[src/rtl/bit_deserializer.sv]
// bit_deserializer
// Collects a valid-qualified serial bitstream into WIDTH-bit parallel words.
// A completed word is presented on deser_data_o with a one-cycle strobe on
// deser_data_val_o, one clock after the cycle carrying its last bit. Bits
// arriving in the cycle right after completion start the next word, so a
// continuous stream produces one strobe every WIDTH cycles.
module bit_deserializer #(
    parameter int WIDTH     = 16,
    parameter bit MSB_FIRST = 1'b1,
    parameter int CNT_W     = $clog2(WIDTH + 1)
) (
    input  logic             clk_i,
    input  logic             srst_i,
    input  logic             data_i,
    input  logic             data_val_i,
    output logic [WIDTH-1:0] deser_data_o,
    output logic             deser_data_val_o,
    output logic [CNT_W-1:0] fill_cnt_o
);

    logic [WIDTH-1:0] shift_reg;
    logic [WIDTH-1:0] shift_next;
    logic [WIDTH-1:0] data_reg;
    logic             data_val_reg;
    logic [CNT_W-1:0] cnt_reg;
    logic             last_bit;

    // Shift direction is fixed at elaboration: MSB-first pushes new bits in at
    // [0] so the oldest bit ends up at [WIDTH-1]; LSB-first mirrors that.
    generate
        if (MSB_FIRST) begin : g_msb_first
            assign shift_next = {shift_reg[WIDTH-2:0], data_i};
        end else begin : g_lsb_first
            assign shift_next = {data_i, shift_reg[WIDTH-1:1]};
        end
    endgenerate

    // The current valid bit is the final one of the word when WIDTH-1 bits
    // are already held.
    assign last_bit = data_val_i && (cnt_reg == CNT_W'(WIDTH - 1));

    // Accumulate valid bits, publish the word on completion, reset wins.
    // data_i is only ever sampled under data_val_i, so X on idle cycles
    // never reaches the stored word.
    always_ff @(posedge clk_i) begin
        if (srst_i) begin
            shift_reg    <= '0;
            data_reg     <= '0;
            data_val_reg <= 1'b0;
            cnt_reg      <= '0;
        end else begin
            data_val_reg <= 1'b0;
            if (data_val_i) begin
                shift_reg <= shift_next;
                if (last_bit) begin
                    data_reg     <= shift_next;
                    data_val_reg <= 1'b1;
                    cnt_reg      <= '0;
                end else begin
                    cnt_reg <= cnt_reg + CNT_W'(1);
                end
            end
        end
    end

    assign deser_data_o     = data_reg;
    assign deser_data_val_o = data_val_reg;
    assign fill_cnt_o       = cnt_reg;

endmodule

[config.mk]
export PLATFORM = sky130hd
export DESIGN_NAME = bit_deserializer
export DESIGN_NICKNAME = d
export VERILOG_FILES = /design/src/rtl/bit_deserializer.sv
export SDC_FILE = /design/constraint.sdc
export NUM_CORES = 1
export LEC_CHECK = 0
export ABC_CLOCK_PERIOD_IN_PS = 1700
export CAP_MARGIN = 15
export CELL_PAD_IN_SITES_DETAIL_PLACEMENT = 1
export CELL_PAD_IN_SITES_GLOBAL_PLACEMENT = 1
export CORE_UTILIZATION = 37
export CTS_BUF_LIST = sky130_fd_sc_hd__clkbuf_4
export DETAILED_ROUTE_END_ITERATION = 8
export PLACE_DENSITY = 0.78
export SLEW_MARGIN = 20
export SYNTH_ARGS = -nofsm -noshare
export SYNTH_HDL_FRONTEND = slang
export SYNTH_SLANG_ARGS = --single-unit
[constraint.sdc]
create_clock -name clk_i -period 1.7 [get_ports clk_i]
set_clock_uncertainty 0.2 [all_clocks]
set_input_delay 0.34 -clock clk_i [delete_from_list [all_inputs] [get_ports clk_i]]
set_output_delay 0.34 -clock clk_i [all_outputs]
set_load 0.05 [all_outputs]
==> results, run 1 <==
- The data arrival at the endpoint of the critical path is 1.75 ns.
- Ranked by total cell area, the synthesized netlist is headed by sky130_fd_sc_hd__dfxtp_1 (59%), sky130_fd_sc_hd__mux2i_1 (12%), sky130_fd_sc_hd__a22o_1 (11%).
- The number of setup buffers added after CTS is 0.
- In this run the biggest area consumer among cell types represents between 50% and 60% of the synthesized area.
- The post-detailed-route count of antenna-violating nets is 0.
- The number of top-level design ports is 26.
- The initial antenna violation count came to 0.
- On the critical path the largest part of the delay comes from buffers and inverters.
- The via count normalized by instance count is about 5.2.
- The number of flip-flops under the largest register name is 16.
- The cell with the largest stage delay on the worst path is sky130_fd_sc_hd__clkdlybuf4s50_1.
- Row generation in the floorplan step produced 20 rows.
- The aggregate global routing overflow is 0.
- The net total in the final layout is 147.
- The max-cap violation count is 0.
- Across the VDD grid, the largest voltage drop is between 0.0008 and 0.0009 V.
- The stage delay of the slowest cell on the critical path is 0.50 ns.
- The TritonCTS clock tree is built.
- Buffers inserted during clock tree synthesis total 5.
- Entering global routing, the biggest net connects 22 pins.
- The routing usage on met2 is 34.4%.
- Input and output buffers added on the ports amount to 25.
- During synthesis, Yosys emitted a total of 0 warnings.
- Setup repair after global routing left no endpoint under its margin.
- The placeable core area is 3150 sq um.
- The hold violation count in the final report is 0.
- The number of placed instances, taps included is 179.
- For this run, global-route usage on met1 was measured as 23.3%.
- After detailed routing, the average wire length per cell comes to roughly 17 um.
- In this run the power density over the cells is 826 nW/um^2.
- The critical path contains buffers and inverters numbering 2 combined.
- Final hold analysis gives a worst-case slack of 0.312 ns.
- The cell taking the most area after synthesis is sky130_fd_sc_hd__dfxtp_1.
- The measured slew at the worst slew-check pin is around 0.51 ns.
- The tree is rooted in a sky130_fd_sc_hd__clkbuf_4.
- The routed layout has 967 vias.
- The count of antenna diodes in the layout is 0.
- The signal on the critical path passes through clkdlybuf4s50_1, and4_4, nor3b_4, buf_4, a22o_1.
- The setup slack of the worst register-to-register path is approximately 0.060 ns.
- Averaged over all synthesized cells, the footprint is 11.8 sq um.
- The most used flip-flop cell after synthesis is sky130_fd_sc_hd__dfxtp_1.
- The net switching component of the power is approximately 0.37 mW.
- The initial standard-cell utilization of the core is 40.0%.
- For this block, the initial DRC count from the detailed router was 26.
- The growth of design area from synthesis to finish is 53.6%.
- The count of final setup violators is 0.
- For this run, asynchronously set or reset flops after synthesis account for 0%.
- Combinational logic burns 6.4% of the power.
- After detailed routing, the total wire length is 3.19 mm.
- The flop and latch count out of synthesis is 37.
- Counting every sink on the clock net gives 37.
- The global-route wire length before repair is 5.27 mm.
- For this design the static power due to leakage is 0.779 nW.
- The detailed-routing iteration count for the pre-antenna-repair pass is 4.
- The worst slew margin relative to its limit is approximately two thirds.
- The level count of the clock H-tree is 2.
- The most crowded layer after global routing is met2.
- The required time reported for the critical path endpoint is around 1.8 ns.
- STA classifies the critical path startpoint as a primary input.
- The final weighted congestion in routability-driven placement is 0.758.
- Subtracting the final worst setup slack from the clock period gives 1.65 ns.
- The die outline area is ~3600 sq um.
- The hold buffer count at CTS is 0.
- For this run, design rule violations remaining after detail routing come to 0.
- The fraction of power spent switching nets is 23.4%.
- The number of pins with negative max-slew slack in the final report is 0.
- The share of synthesized area occupied by flip-flops and latches is 58.8%.
- In this run, synthesis inferred 0 flip-flops with an integrated enable.
- Global routing used 21.0% of the available tracks.
- The worst min-delay path class is reg2reg.
- The worst setup path is captured at a flop.
- The post-synthesis cell type count is 25.
- The via count of the first global-routing pass came to 1,048.
- In the synthesized netlist, the cells that appear most often are sky130_fd_sc_hd__dfxtp_1 (37), sky130_fd_sc_hd__a22o_1 (16), sky130_fd_sc_hd__nor2_1 (16), sky130_fd_sc_hd__mux2i_1 (15), sky130_fd_sc_hd__buf_2 (3).
- For this run, global-route usage on met3 was measured as 9.38%.
- The clock reaches the later pin of the worst-skew pair after 0.36 ns.
- The floorplan step set the die width to 60.4 um.
- The type of the worst setup path is in2reg.
- The most repeated cell in the gate-level netlist after synthesis is sky130_fd_sc_hd__dfxtp_1.
- The cell area after placement is 1850 sq um.
- The internal power of the cells totals approximately 1.2 mW.
- The clock network burns between 30% and 40% of the power.
- The overall die height is 60.4 um.
- The run finished with clean final reports.
- Summed over all nets, the half-perimeter wirelength after detailed placement is 2.21 mm.
- The sequential group share of total power is between 50% and 60%.
- The proportion of layout cells with a drive suffix above 1 is 33.6%.
- Along the worst path, the maximum fanout reaches 7.
- Clock-pin slew was measured on the worst setup and hold paths at 0.12 ns.
- The number of standard cells after synthesis is 107.
- Dividing the final minimum period by the clock period gives 96.9%.
- Static timing analysis puts the maximum clock frequency at 607 MHz.
- For this run, the number of standard cells in the final layout without fillers is 187.
- The maximum number of buffers from clock root to sink is 2.
- The mapped netlist covers 1260 sq um.
- The number of nets in the synthesized netlist is 112.
- The final instance area is 1940 sq um.
cell families (layout without fill, tap and decap cells):
| group | Yosys count | count (layout) | synth area share, % |
|---|---|---|---|
| flip-flops | 37 | 37 | 58.8 |
| XOR/XNOR | 2 | 2 | 1.39 |
| multiplexers | 15 | 15 | 11.9 |
| AO/OA/AOI/OAI | 19 | 19 | 12.9 |
| AND/OR/NAND/NOR | 26 | 26 | 11.0 |
| buffers and inverters | 7 | 43 | 2.98 |
| adder cells (fa/ha/maj) | 1 | 1 | 0.993 |
metrics by stage:
| step | TNS [ns] | util (%) | power [mW] | worst slack, ns |
|---|---|---|---|---|
| floorplan | 0 | - | 0.952 | 0.0233 |
| global placement | -7.09 | 58.5 | 0.996 | -0.406 |
| detailed placement | -9.80 | 58.5 | 0.999 | -0.505 |
| CTS | 0 | 61.3 | 1.61 | 0.0350 |
| global route | 0 | 61.4 | 1.65 | 0.00440 |
| finish | 0 | 61.4 | 1.60 | 0.0528 |
routing by layer:
layer | wire length, um | vias to the layer above | share of wire [%]
li1 | - | 449 | -
met1 | 1280 | 470 | 40
met2 | 1620 | 38 | 51
met3 | 195 | 10 | 6.1
met4 | 91 | 0 | 2.9
met5 | 0 | - | 0
final cells by class:
class,instances,area (sq um)
fillers,336,1220
flip-flops and latches,37,752
repair buffers,34,542
multi-input cells,63,504
well taps,44,55.1
clock inverters,3,41.3
clock buffers,5,37.5
inverters,1,3.75
final timing paths:
check	from	end	cells after the start
min	shift_reg[14]$_SDFFE_PP0P_	deser_data_o[15]$_SDFFE_PP0P_	1
max reg2reg	fill_cnt_o[0]$_SDFFE_PP0P_	deser_data_o[6]$_SDFFE_PP0P_	5
max	data_val_i	deser_data_o[6]$_SDFFE_PP0P_	5
min reg2reg	shift_reg[14]$_SDFFE_PP0P_	deser_data_o[15]$_SDFFE_PP0P_	1
what timing repair did:
action / 4_1_cts / 5_1_grt
pin swaps: 0 / 1
resized for setup: 1 / 1
endpoints found under the setup margin: 18 / 1
placed cells by master, fill, tap and decap left out, drive strengths merged:
master / n
a21oi: 2
clkbuf: 5
bufinv: 1
clkdlybuf4s50: 3
mux2i: 15
a22o: 16
clkinvlp: 1
nand2b: 1
nand3b: 1
nor3b: 2
a31o: 1
dfxtp: 37
nor3: 1
nand2: 1
nor2: 16
and2: 1
and4: 1
nand4b: 1
buf: 31
nand4: 1
clkinv: 1
xor2: 1
ha: 1
inv: 1
xnor2: 1
power groups by stage:
stage / sequential (mW) / clock [mW] / combinational [mW]
4_1_cts: 0.879 / 0.623 / 0.104
3_5_place_dp: 0.898 / 0 / 0.101
3_3_place_gp: 0.898 / 0 / 0.0979
2_1_floorplan: 0.912 / 0 / 0.0398
5_1_grt: 0.880 / 0.663 / 0.110
6_report: 0.879 / 0.617 / 0.103
(Power assumes the default switching activity.)
==> inputs of run 2 (changes only) <==
--- a/config.mk
+++ b/config.mk
@@ -5,14 +5,15 @@
 export SDC_FILE = /design/constraint.sdc
 export NUM_CORES = 1
 export LEC_CHECK = 0
-export ABC_CLOCK_PERIOD_IN_PS = 1700
+export ABC_CLOCK_PERIOD_IN_PS = 2100
 export CAP_MARGIN = 15
 export CELL_PAD_IN_SITES_DETAIL_PLACEMENT = 1
 export CELL_PAD_IN_SITES_GLOBAL_PLACEMENT = 1
-export CORE_UTILIZATION = 37
+export CORE_UTILIZATION = 44
 export CTS_BUF_LIST = sky130_fd_sc_hd__clkbuf_4
 export DETAILED_ROUTE_END_ITERATION = 8
-export PLACE_DENSITY = 0.78
+export PLACE_DENSITY = 0.87
+export REMOVE_ABC_BUFFERS = 1
 export SLEW_MARGIN = 20
 export SYNTH_ARGS = -nofsm -noshare
 export SYNTH_HDL_FRONTEND = slang
==> constraint.sdc (replaced) <==
create_clock -name clk_i -period 2.1 [get_ports clk_i]
set_clock_uncertainty 0.2 [all_clocks]
set_input_delay 0.42 -clock clk_i [delete_from_list [all_inputs] [get_ports clk_i]]
set_output_delay 0.42 -clock clk_i [all_outputs]
set_load 0.05 [all_outputs]
==> results, run 2 (synthesis results as in run 1) <==
- RSZ-0062 raised after global routing: no (unchanged).
- The count of antenna diodes in the layout was 0 (unchanged).
- The aggregate global routing overflow was 0 (unchanged).
- The total power draw is 1.13 mW (was 1.60 mW).
- The via count of the first global-routing pass was 929 (was 1,048).
- The post-place setup slack is -0.137 ns (was -0.505 ns).
- The detailed placer's ending HPWL came to 1.75 mm (was 2.21 mm).
- The maximum number of buffers from clock root to sink was 2 (unchanged).
- The required time reported for the critical path endpoint came to 1.48 ns (was 1.80 ns).
- The number of DRC violations after detailed-routing iteration 0 is 17 (was 26).
- The final cell utilization of the core is 57.5% (was 61.4%).
- Static timing analysis puts the maximum clock frequency at 486 MHz.
- The startpoint class of the critical path is a flop (was primary input).
- The initial standard-cell utilization of the core is 46.1% (was 40.0%).
- The overall die height is 55.5 um (was 60.4 um).
- The largest fanout on the critical path is 1 (was 7).
- The worst min-delay path class is reg2reg (unchanged).
- The power per unit of standard cell area is 718 nW/um^2 (was 826 nW/um^2).
- The count of non-filler cells in the finished layout is 168 (was 187).
- The worst path buffer plus inverter count was 1 (was 2).
- The clock sink total came to 37 (unchanged).
- The proportion of layout cells with a drive suffix above 1 is 18.2% (was 33.6%).
- The average wire per standard cell was 16.1 um (was 17.0 um).
- The pin count of the biggest net entering global routing is 22 (unchanged).
- The clock transition at the register clock pins on the worst setup and hold paths after CTS is 0.09 ns (was 0.12 ns).
- The worst slew margin relative to its limit is 65.0% (was 66.1%).
- The global-route total usage across every layer is 19.4% (was 21.0%).
- The maximum resistive drop on vdd is 0.000443 V (was 0.000820 V).
- The setup slack of the critical path after layout is 0.0425 ns (was 0.0528 ns).
- The kind of cell adding the most delay to the critical path is buffers and inverters (unchanged).
- The placement row count came to 19 (was 20).
- The detailed-routing iteration count for the pre-antenna-repair pass is 4 (unchanged).
- The final weighted congestion in routability-driven placement is 0.756 (was 0.758).
- The type of the worst setup path is reg2out (was in2reg).
- The initial antenna violation count is 0 (unchanged).
- The level count of the clock H-tree is 2 (unchanged).
- The number of pins with negative max-slew slack in the final report was 0 (unchanged).
- The cell at the root of the clock tree is sky130_fd_sc_hd__clkbuf_4 (unchanged).
- The hold violation count in the final report is 0 (unchanged).
- The kind of capture point of the worst setup path is an output port (was flop).
- The final routed DRC violation total is 0 (unchanged).
- The source-to-sink clock delay at the later pin of the worst-skew pair was 0.34 ns (was 0.36 ns).
- The placeable core area is 2730 sq um (was 3150 sq um).
- Highest-count cells in the layout ignoring fill and taps: sky130_fd_sc_hd__dfxtp_1 (37), sky130_fd_sc_hd__nor2_1 (16), sky130_fd_sc_hd__a22o_1 (16) (was sky130_fd_sc_hd__dfxtp_1 (32), sky130_fd_sc_hd__buf_12 (22), sky130_fd_sc_hd__nor2_1 (16), sky130_fd_sc_hd__a22o_1 (16), sky130_fd_sc_hd__mux2i_1 (15)).
- The data arrival at the endpoint of the critical path is 1.44 ns (was 1.75 ns).
- The net total in the final layout is 142 (was 147).
- The post-detailed-route count of antenna-violating nets was 0 (unchanged).
- The max-cap violation count came to 0 (unchanged).
- The sum of routed wire length over all layers is 2.71 mm (was 3.19 mm).
- Run status: completed (unchanged).
- The stage delay of the slowest cell on the critical path is 0.79 ns (was 0.50 ns).
- The horizontal extent of the die is 55.5 um (was 60.4 um).
- The final period demand of the worst path is 2.06 ns.
- The global-route wire length before repair came to 4.47 mm (was 5.27 mm).
- The measured slew at the worst slew-check pin is 0.523 ns (was 0.507 ns).
- The share of the clock period used by the worst path after layout is between 90% and 100%.
- The via count normalized by instance count is 5.39 (was 5.17).
- The most frequent standard cell in the layout excluding fill and tap cells is sky130_fd_sc_hd__dfxtp_1 (unchanged).
- The clock buffer count from CTS came to 5 (unchanged).
- The die outline area is 3080 sq um (was 3640 sq um).
- CP cell instances: clkdlybuf4s50_1 (was clkdlybuf4s50_1, and4_4, nor3b_4, buf_4, a22o_1).
- The number of top-level design ports is 26 (unchanged).
- The number of placed instances, taps included was 161 (was 179).
- The leakage component of the power is 0.706 nW (was 0.779 nW).
- The cell with the largest stage delay on the worst path is sky130_fd_sc_hd__clkdlybuf4s50_1 (unchanged).
- The setup slack of the worst register-to-register path came to 0.25 ns (was 0.06 ns).
- The TritonCTS clock tree is built (unchanged).
- The growth of design area from synthesis to finish came to 24.8% (was 53.6%).
- The count of final setup violators came to 0 (unchanged).
- The number of port buffers is 25 (unchanged).
- The number of flip-flops under the largest register name is 16 (unchanged).
- The number of vias after detailed routing was 905 (was 967).
==> run 2: changes by cell type in the layout (fill, tap and decap cells not counted), moves of 2 or more <==
cell,previous run,this run
sky130_fd_sc_hd__buf_12,22,1
sky130_fd_sc_hd__dfxtp_2,3,0
sky130_fd_sc_hd__buf_4,8,15
sky130_fd_sc_hd__dfxtp_4,2,0
sky130_fd_sc_hd__dlygate4sd2_1,0,9
sky130_fd_sc_hd__dfxtp_1,32,37
==> run 2: per-stage QoR <==
stage / hold WS, ns / TNS (ns) / area, sq um
4_1_cts: 0.281 / 0 / 1570
2_1_floorplan: 0.249 / 0 / 1230
6_report: 0.274 / 0 / 1570
5_1_grt: 0.292 / 0 / 1570
3_5_place_dp: 0.256 / -2.14 / 1530
3_3_place_gp: 0.257 / -0.836 / 1530
==> run 2: worst paths after layout <==
kind,start,to,cells past startpoint
worst min register to register,deser_data_o[3]$_SDFFE_PP0P_,deser_data_o[3]$_SDFFE_PP0P_,1
worst max register to register,fill_cnt_o[0]$_SDFFE_PP0P_,fill_cnt_o[1]$_SDFFE_PP0P_,4
worst max-delay path,deser_data_val_o$_SDFF_PP0_,deser_data_val_o,1
worst min-delay path,deser_data_o[3]$_SDFFE_PP0P_,deser_data_o[3]$_SDFFE_PP0P_,1
==> run 2: what timing repair did <==
| action | in CTS | in global routing |
|---|---|---|
| hold endpoints to repair | 0 | 0 |
| gates resized for setup | 9 | 1 |
| cloned | 0 | 0 |
| pin swaps | 0 | 0 |
| endpoints found under the setup margin | 9 | 12 |
| hold buffers | 0 | 0 |
| setup buffers | 0 | 0 |
==> run 2: metal layers <==
layer | global-route usage, % | vias up | share of wire (%) | routed length [um]
met4 | 10.7 | 0 | 2.5 | 68
met3 | 7.49 | 7 | 4.8 | 131
li1 | - | 439 | - | -
met2 | 31.3 | 22 | 47 | 1290
met1 | 21.9 | 437 | 45 | 1220
met5 | 0 | - | 0 | 0
==> run 2: final cells by class <==
cell class                 instances  area [sq um]
clock inverter                     1          3.75
fill                             307          1160
tap                               31          38.8
inverter                           1          3.75
multi-input combinational         63           489
clock buffer                       6          45.0
sequential                        37           741
timing repair buffer              29           251
==> run 2: power breakdown <==
group          switching [mW]  internal [mW]
registers             0.00556          0.707
logic                  0.0400         0.0255
clock network           0.217          0.134
total                   0.263          0.867
